==> config.mk <==
export PLATFORM = sky130hd
export DESIGN_NAME = multiword_add_sequencer
export DESIGN_NICKNAME = d
export VERILOG_FILES = /design/src/rtl/adder_pkg.sv /design/src/rtl/ripple_carry_adder.sv /design/src/rtl/multiword_add_sequencer.sv
export SDC_FILE = /design/constraint.sdc
export NUM_CORES = 1
export LEC_CHECK = 0
export BUFFER_PORTS_ARGS = -buffer_cell sky130_fd_sc_hd__clkbuf_2
export CAP_MARGIN = 20
export CORE_MARGIN = 1.5
export CORE_UTILIZATION = 50
export CTS_BUF_LIST = sky130_fd_sc_hd__clkbuf_8 sky130_fd_sc_hd__clkbuf_16
export CTS_CLUSTER_DIAMETER = 60
export DETAILED_ROUTE_END_ITERATION = 12
export PLACE_DENSITY = 0.78
export SYNTH_ARGS = -nofsm -noshare
export SYNTH_HDL_FRONTEND = slang
export SYNTH_SLANG_ARGS = --single-unit
==> constraint.sdc <==
create_clock -name clk -period 6.4 [get_ports clk]
set_clock_uncertainty 0.2 [all_clocks]
set_input_delay 1.28 -clock clk [delete_from_list [all_inputs] [get_ports clk]]
set_output_delay 1.28 -clock clk [all_outputs]
set_load 0.01 [all_outputs]
==> src/rtl/adder_pkg.sv <==
// Shared constants for the multi-word add/sub sequencer: FSM encoding and
// default datapath geometry.
package adder_pkg;

  localparam int DEF_WIDTH     = 8;
  localparam int DEF_MAX_WORDS = 4;

  localparam logic [0:0] ST_IDLE = 1'b0;
  localparam logic [0:0] ST_RUN  = 1'b1;

endpackage

==> src/rtl/ripple_carry_adder.sv <==
// Plain WIDTH-bit ripple-carry adder; the only arithmetic in the sequencer.
module ripple_carry_adder #(
  parameter int WIDTH = 8
) (
  input  logic [WIDTH-1:0] a,
  input  logic [WIDTH-1:0] b,
  input  logic             cin,
  output logic [WIDTH-1:0] sum,
  output logic             cout
);

  logic [WIDTH:0] carry;

  // NOTE: every output of a combinational block gets a default before any
  // conditional/loop assignment, otherwise synthesis infers a latch.
  always_comb begin
    sum      = '0;
    carry    = '0;
    carry[0] = cin;
    for (int i = 0; i < WIDTH; i++) begin
      sum[i]       = a[i] ^ b[i] ^ carry[i];
      carry[i+1]   = (a[i] & b[i]) | (carry[i] & (a[i] ^ b[i]));
    end
    cout = carry[WIDTH];
  end

endmodule

==> src/rtl/multiword_add_sequencer.sv <==
// Streams multi-word operands (LS word first) through one narrow adder, carrying
// between words in a register; 1-deep output register with pass-through backpressure.
module multiword_add_sequencer
  import adder_pkg::*;
#(
  parameter int WIDTH     = DEF_WIDTH,
  parameter int MAX_WORDS = DEF_MAX_WORDS
) (
  input  logic             clk,
  input  logic             rst_n,
  input  logic             in_valid,
  output logic             in_ready,
  input  logic [WIDTH-1:0] in_a,
  input  logic [WIDTH-1:0] in_b,
  input  logic             in_sub,
  input  logic             in_last,
  output logic             out_valid,
  input  logic             out_ready,
  output logic [WIDTH-1:0] out_sum,
  output logic             out_last,
  output logic             out_cout,
  output logic             out_err
);

  localparam int CW = $clog2(MAX_WORDS + 1);

  logic [0:0]       state_q, state_d;
  logic             carry_q, carry_d;
  logic             sub_q, sub_d;
  logic [CW-1:0]    cnt_q, cnt_d;
  logic             out_valid_q, out_valid_d;
  logic [WIDTH-1:0] out_sum_q, out_sum_d;
  logic             out_last_q, out_last_d;
  logic             out_cout_q, out_cout_d;
  logic             out_err_q, out_err_d;

  logic             accept;
  logic             first_word;
  logic             sub_eff;
  logic             cin;
  logic [WIDTH-1:0] b_eff;
  logic [WIDTH-1:0] sum;
  logic             cout;
  logic [CW-1:0]    cnt_inc;
  logic             end_frame;

  assign in_ready   = !out_valid_q || out_ready;
  assign accept     = in_valid && in_ready;
  assign first_word = (state_q == ST_IDLE);
  assign sub_eff    = first_word ? in_sub : sub_q;
  assign cin        = first_word ? in_sub : carry_q;
  assign b_eff      = sub_eff ? ~in_b : in_b;
  // Count including the word being accepted; a first word always counts as 1.
  assign cnt_inc    = (first_word ? CW'(0) : cnt_q) + CW'(1);
  assign end_frame  = in_last || (cnt_inc == CW'(MAX_WORDS));

  ripple_carry_adder #(.WIDTH(WIDTH)) u_adder (
    .a    (in_a),
    .b    (b_eff),
    .cin  (cin),
    .sum  (sum),
    .cout (cout)
  );

  always_comb begin
    state_d     = state_q;
    carry_d     = carry_q;
    sub_d       = sub_q;
    cnt_d       = cnt_q;
    out_valid_d = out_valid_q;
    out_sum_d   = out_sum_q;
    out_last_d  = out_last_q;
    out_cout_d  = out_cout_q;
    out_err_d   = out_err_q;
    if (accept) begin
      out_valid_d = 1'b1;
      out_sum_d   = sum;
      out_cout_d  = cout;
      cnt_d       = cnt_inc;
      if (first_word) sub_d = in_sub;
      if (end_frame) begin
        out_last_d = 1'b1;
        out_err_d  = !in_last;
        state_d    = ST_IDLE;
        carry_d    = 1'b0;
      end else begin
        out_last_d = 1'b0;
        out_err_d  = 1'b0;
        state_d    = ST_RUN;
        carry_d    = cout;
      end
    end else if (out_ready) begin
      out_valid_d = 1'b0;
    end
  end

  // NOTE: sequential state is updated with non-blocking assignments only, so
  // every flop samples the pre-edge value of every other flop.
  always_ff @(posedge clk or negedge rst_n) begin
    if (!rst_n) begin
      state_q     <= ST_IDLE;
      carry_q     <= 1'b0;
      sub_q       <= 1'b0;
      cnt_q       <= '0;
      out_valid_q <= 1'b0;
      out_sum_q   <= '0;
      out_last_q  <= 1'b0;
      out_cout_q  <= 1'b0;
      out_err_q   <= 1'b0;
    end else begin
      state_q     <= state_d;
      carry_q     <= carry_d;
      sub_q       <= sub_d;
      cnt_q       <= cnt_d;
      out_valid_q <= out_valid_d;
      out_sum_q   <= out_sum_d;
      out_last_q  <= out_last_d;
      out_cout_q  <= out_cout_d;
      out_err_q   <= out_err_d;
    end
  end

  assign out_valid = out_valid_q;
  assign out_sum   = out_sum_q;
  assign out_last  = out_last_q;
  assign out_cout  = out_cout_q;
  assign out_err   = out_err_q;

endmodule

==> impl_metrics.env <==
export IMPL_core_area_sq_um=2022
export IMPL_viasPerCell=4.974
export IMPL_synth_nets=126
export IMPL_cts_root_buf="clkbuf_8"
export IMPL_slowest_stage="fa_1"
export IMPL_postRouteAntennaNets=0
export IMPL_grt_pass1_vias=814
export IMPL_nNetsFinal=162
export IMPL_status="finished clean"
export IMPL_yosys_cell_types_count=29
export IMPL_synth_seq_cells=18
export IMPL_whs_ns=0.3125
export IMPL_grt_pass1_wl_mm=3.629
export IMPL_cap_violations=0
export IMPL_die_area_sq_um=2514
export IMPL_cts_setup_buffers=0
export IMPL_maxSlewHeadroom_pct=70.18
export IMPL_antenna_found_initial=0
export IMPL_gp_congestion=0.7341
export IMPL_io_buffer_count=34
export IMPL_ctsHoldBuffers=0
export IMPL_synthAdderAreaFrac_pct=16.67
export IMPL_avgSynthCellArea_sq_um=11.82
export IMPL_power_total_uw=438.5
export IMPL_wirelength_mm=2.117
export IMPL_crit_chain="clkbuf_2, nor2b_1, a21oi_4, buf_4, xor2_1, fa_1, inv_1, fa_1, inv_1, fa_1, fa_1, fa_1, fa_1, fa_1, inv_1, fa_1, mux2_4"
export IMPL_drc=0
export IMPL_num_fill_cells=164
export IMPL_grt_max_degree=19
export IMPL_max_stage_delay_ns=0.40
export IMPL_synthToLayoutAreaGrowth_pct=20.83
export IMPL_synth_area_leaders="dfrtp_1 41%, fa_1 14%, mux2i_1 6.3%, inv_1 5.4%, xor2_1 4.7%"
export IMPL_cts_clk_slew_worst_paths_ns=0.07
export IMPL_rows=16
export IMPL_synth_top_area_share_pct=40.54
export IMPL_yosys_most_used_dff="dfrtp_1"
export IMPL_htreeDepth=1
export IMPL_yosys_mux_area_fraction_pct=11.37
export IMPL_synth_top_area_cell="dfrtp_1"
export IMPL_drtPass1Iterations=3
export IMPL_cp_start_kind="input port"
export IMPL_cts_tree="done"
export IMPL_syn_inst=94
export IMPL_power_density_nw_per_um2=326.6
export IMPL_path_buf_inv=5
export IMPL_synth_common_cells="18 x dfrtp_1, 16 x inv_1, 8 x fa_1"
export IMPL_setup_violations=0
export IMPL_worst_slack_ns=0.9682
export IMPL_io_pins=35
export IMPL_rsz0062_at_grt="false"
export IMPL_peakVddDrop_uv=212.8
export IMPL_synth_xor_area_share_pct=6.306
export IMPL_final_util_pct=66.40
export IMPL_synth_top_family_by_area="adder cells"
export IMPL_synth_simple_area_share_pct=7.545
export IMPL_critPathRequiredTime_ns=6.35
export IMPL_cp_max_fo=9
export IMPL_worst_slew_pin_slew_ns=0.4473
export IMPL_yosysSeqAreaShare_pct=40.54
export IMPL_dp_cells=152
export IMPL_synthMostInstantiatedCell="dfrtp_1"
export IMPL_drt_initial_drc_count=10
export IMPL_cts_resized=0
export IMPL_min_path_type="flip-flop to flip-flop"
export IMPL_die_height_um=50.14
export IMPL_fin_tns_setup_ns=0
export IMPL_pre_cts_slack_ns=0.6613
export IMPL_wl_per_cell_um=13.57
export IMPL_crit_type="input port to flip-flop"
export IMPL_synth_edf_count=0
export IMPL_fin_cells=156
export IMPL_clock_sinks=18
export IMPL_diodes=0
export IMPL_p_leak_nw=0.7185
export IMPL_start_util_pct=54.95
export IMPL_yosys_warnings=0
export IMPL_fin_area_sq_um=1343
export IMPL_numCtsBuffers=3
export IMPL_fin_crit_ns=5.432
export IMPL_syn_cell_area_sq_um=1111
export IMPL_synthArstFlopShare_pct=100.0
export IMPL_clk_latency_ns=0.26
export IMPL_synth_compound_area_share_pct=9.009
export IMPL_fmax_mhz=184.1
export IMPL_critical_path_top_delay_family="adder cells"
export IMPL_die_w_um=50.14
export IMPL_hold_violations=0
export IMPL_grt_overflow=0
export IMPL_grt_usage_pct=20.17
export IMPL_maxSlewViolCount=0
export IMPL_worst_setup_path_end_kind="flip-flop"
export IMPL_cp_arrival_ns=5.38
export IMPL_finalCritPeriodShare_pct=84.87
export IMPL_drive_gt1_share_pct=37.21
export IMPL_dp_hpwl_mm=1.671
export IMPL_dpl_cell_area_sq_um=1287
export IMPL_crit_top_cell="fa_1"
export IMPL_num_vias=776
export IMPL_clockBufferDepth=2
## per-layer routing
layer / part of all wire [%] / track usage (%)
met5: 0 / 0
met2: 54 / 32.24
met4: 1.7 / 9.722
met3: 4.6 / 5.357
met1: 40 / 25.35
## cell type report
type	count	area, sq um	share of cell area [%]
multi-input combinational	56	565.5	42.12
sequential	18	450.4	33.55
timing repair buffer	35	177.7	13.23
inverter	16	60.06	4.473
clock buffer	4	55.05	4.101
tap	27	33.78	2.516
## cell families (layout without fill, tap and decap cells)
kind of cell	after synthesis	count (layout)
AOI/OAI and AO/OA	14	14
xor gates and xnor gates	8	8
adders and majority gates	10	10
buffers and inverters	20	55
DFF	18	18
muxes	11	11
and+or+nand+nor	13	13
## cells in the final DEF, fill, tap and decap left out, types with 2 or more instances in the layout
cell,count
nand3_1,2
xnor2_1,2
inv_1,16
dfrtp_1,18
clkbuf_2,34
mux2i_1,7
nand2_1,2
fa_1,8
ha_1,2
mux2_4,3
o2bb2ai_1,2
clkbuf_8,4
nand2b_1,2
a21oi_1,6
xor2_1,6
and2_1,2
## sequential cells by signal, indices dropped and copies added (netlist names)
signal and cells:
out_last 1, carry_q 1, state_q 1, out_valid 1, cnt_q 3, out_err 1
out_sum 8, out_cout 1, sub_q 1
## worst paths after layout
kind                                      startpoint                     end  slack, ns  cells past startpoint
max in group asynchronous                      rst_n  out_sum[0]$_DFFE_PN0P_       4.93                      1
worst min register to register  cnt_q[1]$_DFFE_PN0P_    cnt_q[1]$_DFFE_PN0P_       0.31                      1
worst max-delay path                          in_sub  out_sum[7]$_DFFE_PN0P_       0.97                     17
worst max register to register   state_q$_DFFE_PN0P_  out_sum[7]$_DFFE_PN0P_       1.54                     16
worst min-delay path            cnt_q[1]$_DFFE_PN0P_    cnt_q[1]$_DFFE_PN0P_       0.31                      1
min in group asynchronous                      rst_n   out_valid$_DFFE_PN0P_       0.75                      1
## report_power, final
group          internal, mW  switching, mW
combinational        0.0834         0.0850
sequential            0.152         0.0251
clock                0.0547         0.0384
Power figures use the tool's default switching activity.
